<file path="config.mk">
export PLATFORM = sky130hd
export DESIGN_NAME = sms4_round_sched
export DESIGN_NICKNAME = d
export VERILOG_FILES = /design/src/rtl/sms4_round_sched.sv
export SDC_FILE = /design/constraint.sdc
export NUM_CORES = 1
export LEC_CHECK = 0
export ABC_AREA = 1
export CORE_MARGIN = 8
export CORE_UTILIZATION = 45
export CTS_CLUSTER_DIAMETER = 60
export DETAILED_ROUTE_END_ITERATION = 10
export PLACE_DENSITY_LB_ADDON = 0.15
export SYNTH_ARGS = -nofsm -noshare
export SYNTH_HDL_FRONTEND = slang
export SYNTH_SLANG_ARGS = --single-unit
export TNS_END_PERCENT = 5
</file>
<file path="constraint.sdc">
create_clock -name clk -period 1.45 [get_ports clk]
set_input_delay 0.2175 -clock clk [delete_from_list [all_inputs] [get_ports clk]]
set_output_delay 0.2175 -clock clk [all_outputs]
set_load 0.005 [all_outputs]
</file>
<file path="src/rtl/sms4_round_sched.sv">
// SMS4 iterative round sequencer: one round per cycle through a shared datapath,
// with round keys fetched by index from an external key store.
module sms4_round_sched #(
   parameter int BWIDTH  = 32,
   parameter int NROUNDS = 32
) (
   input  logic                clk,
   input  logic                rst,
   input  logic                in_valid,
   output logic                in_ready,
   input  logic                decrypt,
   input  logic [0:4*BWIDTH-1] din,
   output logic [0:4]          rk_idx,
   input  logic [0:BWIDTH-1]   rk_in,
   input  logic                rk_valid,
   output logic [0:BWIDTH-1]   sbox_in,
   input  logic [0:BWIDTH-1]   sbox_out,
   output logic                busy,
   output logic                out_valid,
   input  logic                out_ready,
   output logic [0:4*BWIDTH-1] dout
);

   typedef enum logic [1:0] {IDLE, RUN, DONE} state_t;

   localparam logic [4:0] LAST = 5'(NROUNDS - 1);

   state_t            state;
   logic [4:0]        cnt;
   logic              dec_q;
   logic [0:BWIDTH-1] x0, x1, x2, x3;
   logic [0:BWIDTH-1] t;
   logic [0:BWIDTH-1] x_new;

   // Decrypt walks the same key schedule backwards.
   assign rk_idx  = dec_q ? (LAST - cnt) : cnt;
   assign sbox_in = x1 ^ x2 ^ x3 ^ rk_in;

   // Bit 0 is the MSB, so a left rotate by n is the slice [n:31] followed by [0:n-1].
   assign t = sbox_out
            ^ {sbox_out[2:31],  sbox_out[0:1]}
            ^ {sbox_out[10:31], sbox_out[0:9]}
            ^ {sbox_out[18:31], sbox_out[0:17]}
            ^ {sbox_out[24:31], sbox_out[0:23]};

   assign x_new = x0 ^ t;

   always_ff @(posedge clk) begin
      if (rst) begin
         state     <= IDLE;
         in_ready  <= 1'b1;
         busy      <= 1'b0;
         out_valid <= 1'b0;
         dout      <= '0;
         cnt       <= '0;
         dec_q     <= 1'b0;
         x0        <= '0;
         x1        <= '0;
         x2        <= '0;
         x3        <= '0;
      end else begin
         case (state)
            IDLE: begin
               if (in_valid) begin
                  x0       <= din[0:BWIDTH-1];
                  x1       <= din[BWIDTH:2*BWIDTH-1];
                  x2       <= din[2*BWIDTH:3*BWIDTH-1];
                  x3       <= din[3*BWIDTH:4*BWIDTH-1];
                  dec_q    <= decrypt;
                  cnt      <= '0;
                  in_ready <= 1'b0;
                  busy     <= 1'b1;
                  state    <= RUN;
               end
            end
            RUN: begin
               if (rk_valid) begin
                  x0 <= x1;
                  x1 <= x2;
                  x2 <= x3;
                  x3 <= x_new;
                  // The final round's result leaves in reversed word order.
                  if (cnt == LAST) begin
                     dout      <= {x_new, x3, x2, x1};
                     out_valid <= 1'b1;
                     busy      <= 1'b0;
                     state     <= DONE;
                  end else begin
                     cnt <= cnt + 5'd1;
                  end
               end
            end
            DONE: begin
               if (out_ready) begin
                  out_valid <= 1'b0;
                  in_ready  <= 1'b1;
                  state     <= IDLE;
               end
            end
            default: begin
               state <= IDLE;
            end
         endcase
      end
   end

endmodule
</file>
==> impl_metrics.py <==
metrics = {
    "run": {
        "number_of_violations_of_the_max_capacitance_limit": 0,
    },
    "global_route": {
        "globalRoute.totalOverflow": 0,
        "grt_antenna_before_repair": 8,
        "grt.met3_usage": 0.0678,
        "grt_start_max_net_pins": 66,
        "groute.layer.met1.usage": 0.413,
        "grt_pass1_wl_um": 91200,
        "grt_most_used_layer": "met2",
        "global_route.usage.met2": 0.496,
        "grt_pass1_vias": 16200,
        "gr-usage-all-layers": 0.316,
    },
    "route": {
        "post_drt_wl_per_cell_um": 19.3,
        "detailroute.via_count": 17000,
        "drtIter0Drc": 1422,
        "ant_nets": 0,
        "wirelength_um": 61800,
        "drtPass1Iterations": 9,
        "detail_route.drc_violations": 0,
        "post_drt_via_cell_ratio": 5.28,
    },
    "synth": {
        "post-synth-top-area-fraction": 0.379,
        "synth.top_cells.by_count": "797 x sky130_fd_sc_hd__nand2_1, 267 x sky130_fd_sc_hd__dfxtp_1, 258 x sky130_fd_sc_hd__nor2_1",
        "leading_area_contributor_after_synthesis": "sky130_fd_sc_hd__dfxtp_1",
        "synth_seq_cells": 267,
        "synthesis.area_um2": 14100,
        "yosysMostFrequentCell": "sky130_fd_sc_hd__nand2_1",
        "asyncSetResetFlopFracSynth": 0,
        "synthesis.yosys.warnings": 0,
        "synthTopCellsByArea": "sky130_fd_sc_hd__dfxtp_1 38%, sky130_fd_sc_hd__nand2_1 21%, sky130_fd_sc_hd__o21ai_0 8.5%, sky130_fd_sc_hd__nor2_1 6.9%, sky130_fd_sc_hd__nand3_1 4.3%",
        "synthesis.area_per_instance_um2": 6.35,
        "syn-num-nets": 2417,
        "synth_enable_flop_cells": 0,
        "yosysSeqAreaShare": 0.379,
        "synthesis.instances": 2217,
        "yosys_most_used_dff": "sky130_fd_sc_hd__dfxtp_1",
        "count_of_distinct_cell_types_in_the_synthesized_netlist": 25,
    },
    "clock_network": {
        "cts-root-to-sink-buffers": 3,
        "clk_transition_reported_paths_ns": 0.06,
        "cts_num_sinks": 267,
        "clock_tree.htree_level_count": 1,
        "numCtsBuffers": 31,
        "cts.root.buffer_cell": "sky130_fd_sc_hd__clkbuf_16",
        "cts_tree": "yes",
        "clock_insertion_delay_worst_skew_ns": 0.58,
    },
    "setup_path": {
        "path_class": "reg2out",
        "critical_path_required_ns": 1.23,
        "worst_setup_path_end_kind": "output pin",
        "worst_ep_arrival_time_ns": 1.46,
        "worstSetupStartpointType": "flip-flop",
        "timing.critical_path.fanout_max": 2,
    },
    "min_path": {
        "holdCritPathClass": "in2reg",
    },
    "pwr": {
        "total_design_power_mw": 22.2,
        "power_per_cell_area_nw_per_um2": 1030,
        "power_leakage_nw": 10.7,
        "worst_ir_drop_on_vdd_mv": 0.841,
    },
    "sta": {
        "timing_max_transition_violations_final": 0,
        "fin_hold_ws_ns": 0.200,
        "unrepaired_setup_endpoints_after_global_routing": "yes",
        "post_route_fraction_of_the_period_consumed_by_the_critical_path": 1.16,
        "slew_at_the_pin_closest_to_its_max_slew_limit_ns": 0.383,
        "finalWorstPathRequiredPeriod_ns": 1.68,
        "clock_skew_ns": 0.0140,
        "setup_viol": 199,
        "worst_slack_ns": -0.231,
        "fmax_mhz": 595,
        "timing.final.hold_violations": 0,
        "max_slew_margin": 0.744,
    },
    "cells_and_area": {
        "finish.instance_area_um2": 21500,
        "drive_gt1_frac": 0.188,
        "utilization": 0.700,
        "layout.nets": 2985,
        "nFillCells": 2627,
        "layout-area-overhead-vs-synth_pct": 52.8,
        "final-instance-count-excl-fill": 3211,
    },
    "placed_design": {
        "place.gp.congestion": 0.967,
        "post_dp_cell_area_um2": 20200,
        "dp_hpwl_um": 47500,
        "placement.io_buffers": 365,
        "place.detailed.instances": 3147,
    },
    "status": {
        "outcome": "finished, violations left",
        "failed_checks": "negative setup slack",
    },
    "floorplanning": {
        "placeable_core_region_um2": 30700,
        "die_h_um": 193,
        "rows": 64,
        "fp.dieW_um": 193,
        "start_util": 0.458,
        "num_io_pins": 366,
        "die_area_um2": 37200,
    },
}
through the flow:
stage	setup WS, ns	setup TNS, ns
finish	-0.231	-11.72
global route	-0.261	-31.00
CTS	-0.261	-12.39
detailed placement	-0.429	-85.63
global placement	-0.434	-77.83
floorplan	0.0303	0
sequential cells by signal, indices dropped and copies added, names as in the netlist:
register,cells
dout,128
x0,32
x1,32
x2,32
x3,32
cnt,5
state,2
busy,1
dec_q,1
in_ready,1
out_valid,1
cells in the final DEF, fill, tap and decap left out, types with 22 or more instances in the layout:
master,synthesis,layout
sky130_fd_sc_hd__buf_4,9,266
sky130_fd_sc_hd__buf_2,39,37
sky130_fd_sc_hd__xor2_2,0,22
sky130_fd_sc_hd__a21oi_1,46,45
sky130_fd_sc_hd__nor2_1,258,258
sky130_fd_sc_hd__xnor2_1,64,45
sky130_fd_sc_hd__inv_1,146,144
sky130_fd_sc_hd__clkdlybuf4s50_1,0,197
sky130_fd_sc_hd__nand3_1,121,120
sky130_fd_sc_hd__dlygate4sd2_1,0,122
sky130_fd_sc_hd__dfxtp_1,267,188
sky130_fd_sc_hd__o21ai_0,238,175
sky130_fd_sc_hd__dfxtp_2,0,58
sky130_fd_sc_hd__clkbuf_16,0,31
sky130_fd_sc_hd__o21ai_1,0,59
sky130_fd_sc_hd__a31oi_1,96,96
sky130_fd_sc_hd__nand2_1,797,796
timing repair:
| item | 4_1_cts | 5_1_grt |
|---|---|---|
| setup buffers | 4 | 0 |
| cloned | 0 | 0 |
| hold buffers | 0 | 0 |
| pin swaps | 88 | 35 |
| setup endpoints to repair | 417 | 293 |
| gates resized for setup | 459 | 74 |
area by class of cell:
class / count / area, µm² / area share
Multi-Input combinational cell: 1674 / 8080 / 0.376
Timing Repair Buffer: 662 / 5860 / 0.272
Sequential cell: 267 / 5500 / 0.255
Clock buffer: 46 / 902 / 0.0419
Inverter: 149 / 582 / 0.0270
Tap cell: 396 / 495 / 0.0230
Clock inverter: 8 / 78.8 / 0.00366
Antenna cell: 9 / 22.5 / 0.00105
power by group:
group          switching (mW)  leakage [nW]  internal, mW
combinational            3.22          8.01          2.92
clock                    3.27         0.485          4.33
sequential              0.577          2.22          7.85
total                    7.06          10.7          15.1
critical path, stage by stage (launching register included):
cell and delay, ns:
sky130_fd_sc_hd__dfxtp_1 0.46, sky130_fd_sc_hd__xnor2_2 0.17, sky130_fd_sc_hd__xnor2_2 0.13, sky130_fd_sc_hd__buf_2 0.13
metal layers:
metal	vias to the layer above	wire length [µm]
li1	8203	-
met1	7813	25900
met2	782	27000
met3	152	5840
met4	0	3140
met5	-	0
logic make-up (layout without fill, tap and decap cells):
| logic type | Yosys count | after routing | synth area share |
|---|---|---|---|
| other cells | 0 | 9 | 0 |
| fa+ha+maj | 2 | 2 | 0.00178 |
| flops | 267 | 267 | 0.379 |
| xor+xnor | 101 | 101 | 0.0628 |
| simple gates | 1190 | 1190 | 0.332 |
| compound gates | 381 | 381 | 0.144 |
| buf+inv | 276 | 865 | 0.0799 |
path summary, 6_finish.rpt:
kind / from / depth (start not counted) / to / slack [ns]
max: x1[9] / 3 / sbox_in[9] / -0.23
min reg2reg: in_ready / 2 / in_ready / 0.46
min: din[74] / 3 / x2[10] / 0.20
max reg2reg: cnt[0] / 10 / cnt[2] / -0.14
(Power assumes the default switching activity.)
